## src/rtl/hazard3_pipe_pkg.sv

```systemverilog
// Shared pipeline constants and the operand forward-select encoding.
package hazard3_pipe_pkg;

    localparam int unsigned REG_ZERO = 0;

    typedef enum logic [2:0] {
        FWD_ZERO = 3'd0,
        FWD_M    = 3'd1,
        FWD_W    = 3'd2,
        FWD_HOLD = 3'd3,
        FWD_COLL = 3'd4,
        FWD_RF   = 3'd5
    } fwd_sel_e;

endpackage

```

## src/rtl/hazard3_operand_sel.sv

```systemverilog
// One X-stage operand: address tracking, hold/collision capture, priority mux
// and load-use term. Collision capture is built only with HAZARD3_BYPASS_COLLISION_EN.
module hazard3_operand_sel
    import hazard3_pipe_pkg::*;
#(
    parameter int unsigned W_DATA = 32,
    parameter int unsigned W_ADDR = 5
) (
    input  logic              clk,
    input  logic              rst_n,
    input  logic [W_ADDR-1:0] d_raddr,
    input  logic [W_DATA-1:0] rf_rdata,
    input  logic              x_stall,
    input  logic              hold_vld,
    input  logic              m_valid,
    input  logic [W_ADDR-1:0] m_rd,
    input  logic [W_DATA-1:0] m_result,
    input  logic              m_result_vld,
    input  logic              wen,
    input  logic [W_ADDR-1:0] waddr,
    input  logic [W_DATA-1:0] wdata,
    output logic [W_DATA-1:0] x_op_c,
    output logic              load_use_c
);

    localparam logic [W_ADDR-1:0] ZERO_ADDR = W_ADDR'(REG_ZERO);

    logic [W_ADDR-1:0] x_raddr;
    logic [W_DATA-1:0] hold;
    logic              m_hit;
    logic              w_hit;
    fwd_sel_e          sel;

    // X address follows D unless stalled; the resolved operand is captured while stalled
    always_ff @(posedge clk or negedge rst_n) begin
        if (!rst_n) begin
            x_raddr <= '0;
            hold    <= '0;
        end else begin
            if (!x_stall) begin
                x_raddr <= d_raddr;
            end
            if (x_stall) begin
                hold <= x_op_c;
            end
        end
    end

`ifdef HAZARD3_BYPASS_COLLISION_EN
    logic              coll_vld;
    logic [W_DATA-1:0] coll;

    // Regfile returns pre-write data when D reads the register W writes this cycle
    always_ff @(posedge clk or negedge rst_n) begin
        if (!rst_n) begin
            coll_vld <= 1'b0;
            coll     <= '0;
        end else begin
            coll_vld <= wen && (waddr == d_raddr) && (waddr != ZERO_ADDR);
            coll     <= wdata;
        end
    end
`endif

    assign m_hit = m_valid && (m_rd == x_raddr);
    assign w_hit = wen && (waddr == x_raddr);

    always_comb begin
        sel = FWD_RF;
        if (x_raddr == ZERO_ADDR) begin
            sel = FWD_ZERO;
        end else if (m_hit) begin
            sel = FWD_M;
        end else if (w_hit) begin
            sel = FWD_W;
        end else if (hold_vld) begin
            sel = FWD_HOLD;
`ifdef HAZARD3_BYPASS_COLLISION_EN
        end else if (coll_vld) begin
            sel = FWD_COLL;
`endif
        end
    end

    always_comb begin
        x_op_c = rf_rdata;
        case (sel)
            FWD_ZERO: x_op_c = '0;
            FWD_M:    x_op_c = m_result;
            FWD_W:    x_op_c = wdata;
            FWD_HOLD: x_op_c = hold;
`ifdef HAZARD3_BYPASS_COLLISION_EN
            FWD_COLL: x_op_c = coll;
`endif
            default:  x_op_c = rf_rdata;
        endcase
    end

    assign load_use_c = m_hit && (m_rd != ZERO_ADDR) && !m_result_vld;

endmodule

```

## src/rtl/hazard3_operand_bypass.sv

```systemverilog
// X-stage operand bypass: two operand selectors, shared hold-valid flop and
// load-use stall. Optional collision capture via HAZARD3_BYPASS_COLLISION_EN.
module hazard3_operand_bypass #(
    parameter int unsigned W_DATA = 32,
    parameter int unsigned W_ADDR = 5
) (
    input  logic              clk,
    input  logic              rst_n,
    input  logic [W_ADDR-1:0] d_raddr1,
    input  logic [W_ADDR-1:0] d_raddr2,
    input  logic [W_DATA-1:0] rf_rdata1,
    input  logic [W_DATA-1:0] rf_rdata2,
    input  logic              x_stall,
    input  logic              m_valid,
    input  logic [W_ADDR-1:0] m_rd,
    input  logic [W_DATA-1:0] m_result,
    input  logic              m_result_vld,
    input  logic              wen,
    input  logic [W_ADDR-1:0] waddr,
    input  logic [W_DATA-1:0] wdata,
    output logic [W_DATA-1:0] x_op1,
    output logic [W_DATA-1:0] x_op2,
    output logic              x_op_stall
);

    logic hold_vld;
    logic load_use1;
    logic load_use2;

    // Hold registers are valid in every cycle that follows a stalled cycle
    always_ff @(posedge clk or negedge rst_n) begin
        if (!rst_n) begin
            hold_vld <= 1'b0;
        end else begin
            hold_vld <= x_stall;
        end
    end

    hazard3_operand_sel #(.W_DATA(W_DATA), .W_ADDR(W_ADDR)) u_sel1 (
        .clk          (clk),
        .rst_n        (rst_n),
        .d_raddr      (d_raddr1),
        .rf_rdata     (rf_rdata1),
        .x_stall      (x_stall),
        .hold_vld     (hold_vld),
        .m_valid      (m_valid),
        .m_rd         (m_rd),
        .m_result     (m_result),
        .m_result_vld (m_result_vld),
        .wen          (wen),
        .waddr        (waddr),
        .wdata        (wdata),
        .x_op_c       (x_op1),
        .load_use_c   (load_use1)
    );

    hazard3_operand_sel #(.W_DATA(W_DATA), .W_ADDR(W_ADDR)) u_sel2 (
        .clk          (clk),
        .rst_n        (rst_n),
        .d_raddr      (d_raddr2),
        .rf_rdata     (rf_rdata2),
        .x_stall      (x_stall),
        .hold_vld     (hold_vld),
        .m_valid      (m_valid),
        .m_rd         (m_rd),
        .m_result     (m_result),
        .m_result_vld (m_result_vld),
        .wen          (wen),
        .waddr        (waddr),
        .wdata        (wdata),
        .x_op_c       (x_op2),
        .load_use_c   (load_use2)
    );

    assign x_op_stall = load_use1 || load_use2;

endmodule
```

## config.mk

```make
export PLATFORM = sky130hd
export DESIGN_NAME = hazard3_operand_bypass
export DESIGN_NICKNAME = d
export VERILOG_FILES = /design/src/rtl/hazard3_pipe_pkg.sv /design/src/rtl/hazard3_operand_sel.sv /design/src/rtl/hazard3_operand_bypass.sv
export SDC_FILE = /design/constraint.sdc
export NUM_CORES = 1
export LEC_CHECK = 0
export BUFFER_PORTS_ARGS = -buffer_cell sky130_fd_sc_hd__buf_2
export CORE_MARGIN = 1
export CORE_UTILIZATION = 35
export CTS_CLUSTER_DIAMETER = 200
export DETAILED_ROUTE_END_ITERATION = 16
export GPL_TIMING_DRIVEN = 0
export PLACE_DENSITY = 0.62
export SYNTH_ARGS = -nofsm -noshare
export SYNTH_HDL_FRONTEND = slang
export SYNTH_SLANG_ARGS = --single-unit
```

## constraint.sdc

```tcl
create_clock -name clk -period 1.8 [get_ports clk]
set_input_delay 0.27 -clock clk [delete_from_list [all_inputs] [get_ports clk]]
set_output_delay 0.27 -clock clk [all_outputs]
set_load 0.05 [all_outputs]
```

==> run summary <==
initial DRC count - 573
fin util - 77.03%
Final #Nets - 1108
antenna violations before repair - 0
design area - 11800 um^2
final setup fails - 129
fmax - 0.3625 GHz
Slew Viols, Final - 0
Root Driver - clkbuf_16
gr usage total - 36.60%
via-per-instance ratio - 6.484
Detail Placement HPWL - 18930 um
share of cells above drive strength 1 - 59.04%
largest net degree at the start of global routing - 40
Num CTS Buffers - 9
worst-path fanout max - 10
Worst-path clk slew - 0.06 ns
synth unique cells - 26
clk sinks - 75
H-tree depth - 3
TritonCTS clock tree - built
Final Hold Fails - 0
#FFs+latches synth - 75
Final ANT Viol Nets - 0
WP data required - 1.53 ns
largest cells by area after synthesis - dfrtp_1 (34%), a41o_1 (12%), a2bb2oi_1 (10%)
Arrival @ worst endpoint - 2.49 ns
DRC violations left - 0
Die Height - 127.9 um
Syn Std Cell Area - 5548 um^2
Final min period - 2.759 ns
multi-input logic area - 5791 um^2
Vias - 7573
post-route setup slack - -0.9589 ns
drt pass-1 iters - 7
status - finished with violations
crit start category - flop
syn nets - 810
area leader, netlist - dfrtp_1
Overall Power - 0.009290 W
Setup crit end kind - primary output
Worst R2R Setup Slack - -0.83 ns
n_diodes - 0
dpl cell area - 8765 um^2
Crit. Startpoint - u_sel1.x_raddr[1]
Power per Cell Area - 787.5 nW/um^2
Worst VDD drop - 0.0005318 V
WL final - 31230 um
FF/Latch Area - 1879 um^2
vias in the first global route - 7863
Hold Crit Depth - 1
Leak - 4.938 nW
area fraction of the dominant cell type after synthesis - 33.83%
period utilization - 153.3%
die width - 127.9 um
RSZ-0062 raised after global routing - yes
Slew @ Worst Pin - 0.7708 ns
GP Congestion - 0.8427
Hold Crit Start - x_stall
type of the worst min-delay path - in2reg
most frequent cells in the layout - buf_2 (152), nor2_1 (130), buf_6 (81), dfrtp_1 (73), a41o_1 (64)
most common cell after layout, fill and taps aside - buf_2
clock tree buffer depth - 2
failing checks - negative setup slack
clock skew - 0.006755 ns
Synth warnings - 0
FP Rows - 45
R2R Path Start - u_sel2.x_raddr[3]
Clock Latency Late Sink - 0.36 ns
grt ovf - 0
max-cap viol count - 0
die area - 16360 um^2
fillers - 973
I/O Buffers - 218
Worst Hold End - hold_vld
r2r endpoint - u_sel2.hold[10]
Slew HR - 48.62%
Syn Inst Count - 656
core area - 15310 um^2
io pins - 219
first-pass GRT wire length - 44430 um
reg2reg path depth - 12
register area share after synthesis - 33.83%
syn avg cell area - 8.457 um^2
layout overhead on the synthesized area - 112.6%
DR WL/cell - 26.74 um
worst setup path category - reg2out
initial core utilization - 36.23%
## layout make-up
cell class                 instances  share of cell area (%)
timing repair buffer             293                   22.57
clock inverter                     3                  0.3394
multi-input combinational        505                   49.09
buffer                            70                   7.775
tap                              211                   2.238
clock buffer                      11                   2.058
sequential                        75                   15.93
## metrics by stage
stage | hold WS, ns | TNS (ns) | setup WS (ns) | cells
after floorplan | -0.02559 | -32.22 | -0.4983 | 656
after global placement | 0.4858 | -117.06 | -1.169 | 1085
after detailed placement | 0.2960 | -100.77 | -1.157 | 1086
after CTS | 0.1179 | -77.38 | -0.8877 | 1155
after global routing | 0.1239 | -96.42 | -1.027 | 1168
final | 0.1233 | -88.61 | -0.9589 | 1168
## kinds of logic after synthesis
group	after synthesis	synth area share (%)
and+or+nand+nor	214	15.27
DFF	75	33.83
buffers and inverters	76	6.202
xor gates and xnor gates	20	3.157
muxes	10	2.030
AOI/OAI and AO/OA	261	39.51
## synthesized netlist by cell type
library cell / number
buf_4: 3
nand2_1: 67
xor2_1: 4
o21ba_2: 1
and3b_1: 1
and2_1: 1
o21ai_1: 2
a41o_1: 64
o221ai_1: 64
nor2_1: 132
or2_2: 2
clkbuf_1: 51
a21oi_1: 2
nor3_1: 2
nor4_1: 1
buf_2: 14
buf_1: 4
or4_1: 3
xnor2_1: 16
dfrtp_1: 75
mux2_2: 10
buf_6: 4
nand4_1: 3
nand3b_1: 2
a2bb2oi_1: 64
a31oi_1: 64
## routing by layer
layer | part of all wire, % | vias up | track usage (%)
met5 | 0 | - | 0
met4 | 3.9 | 0 | 17.09
met3 | 8.1 | 108 | 6.845
met2 | 49 | 450 | 63.91
met1 | 39 | 3790 | 43.38
li1 | - | 3225 | -
## worst max path at each step
stage	endpoint	cells after the start
finish	x_op1[0]	8
floorplan	x_op2[10]	6
global route	x_op2[16]	9
CTS	x_op2[21]	9
global placement	x_op2[12]	7
detailed placement	x_op2[12]	7
## sequential cells by signal, indices dropped and copies added (netlist names)
name,count
hold_vld,1
u_sel1.hold,32
u_sel1.x_raddr,5
u_sel2.hold,32
u_sel2.x_raddr,5
## critical path, cell delays in order (launching register included)
cell,delay (ns)
dfrtp_1,0.43
buf_6,0.14
xnor2_2,0.12
nand4_1,0.22
o21ai_4,0.33
clkbuf_8,0.33
o221ai_4,0.17
a2bb2oi_4,0.20
buf_6,0.18
## what timing repair did
item                                    CTS  global route
gates cloned                             16             9
setup buffers                            39            14
hold endpoints to repair                 36             0
pin swaps                                43            48
hold buffers                              1             0
endpoints found under the setup margin  129           129
resized for setup                       348            71
## report_power, final
group	leakage, nW	switching, W	internal (W)
logic	3.97	0.00272	0.00238
clock network	0.141	0.000775	0.00109
registers	0.823	0.000333	0.00199
Note: power is estimated with default switching activity, not from simulation.
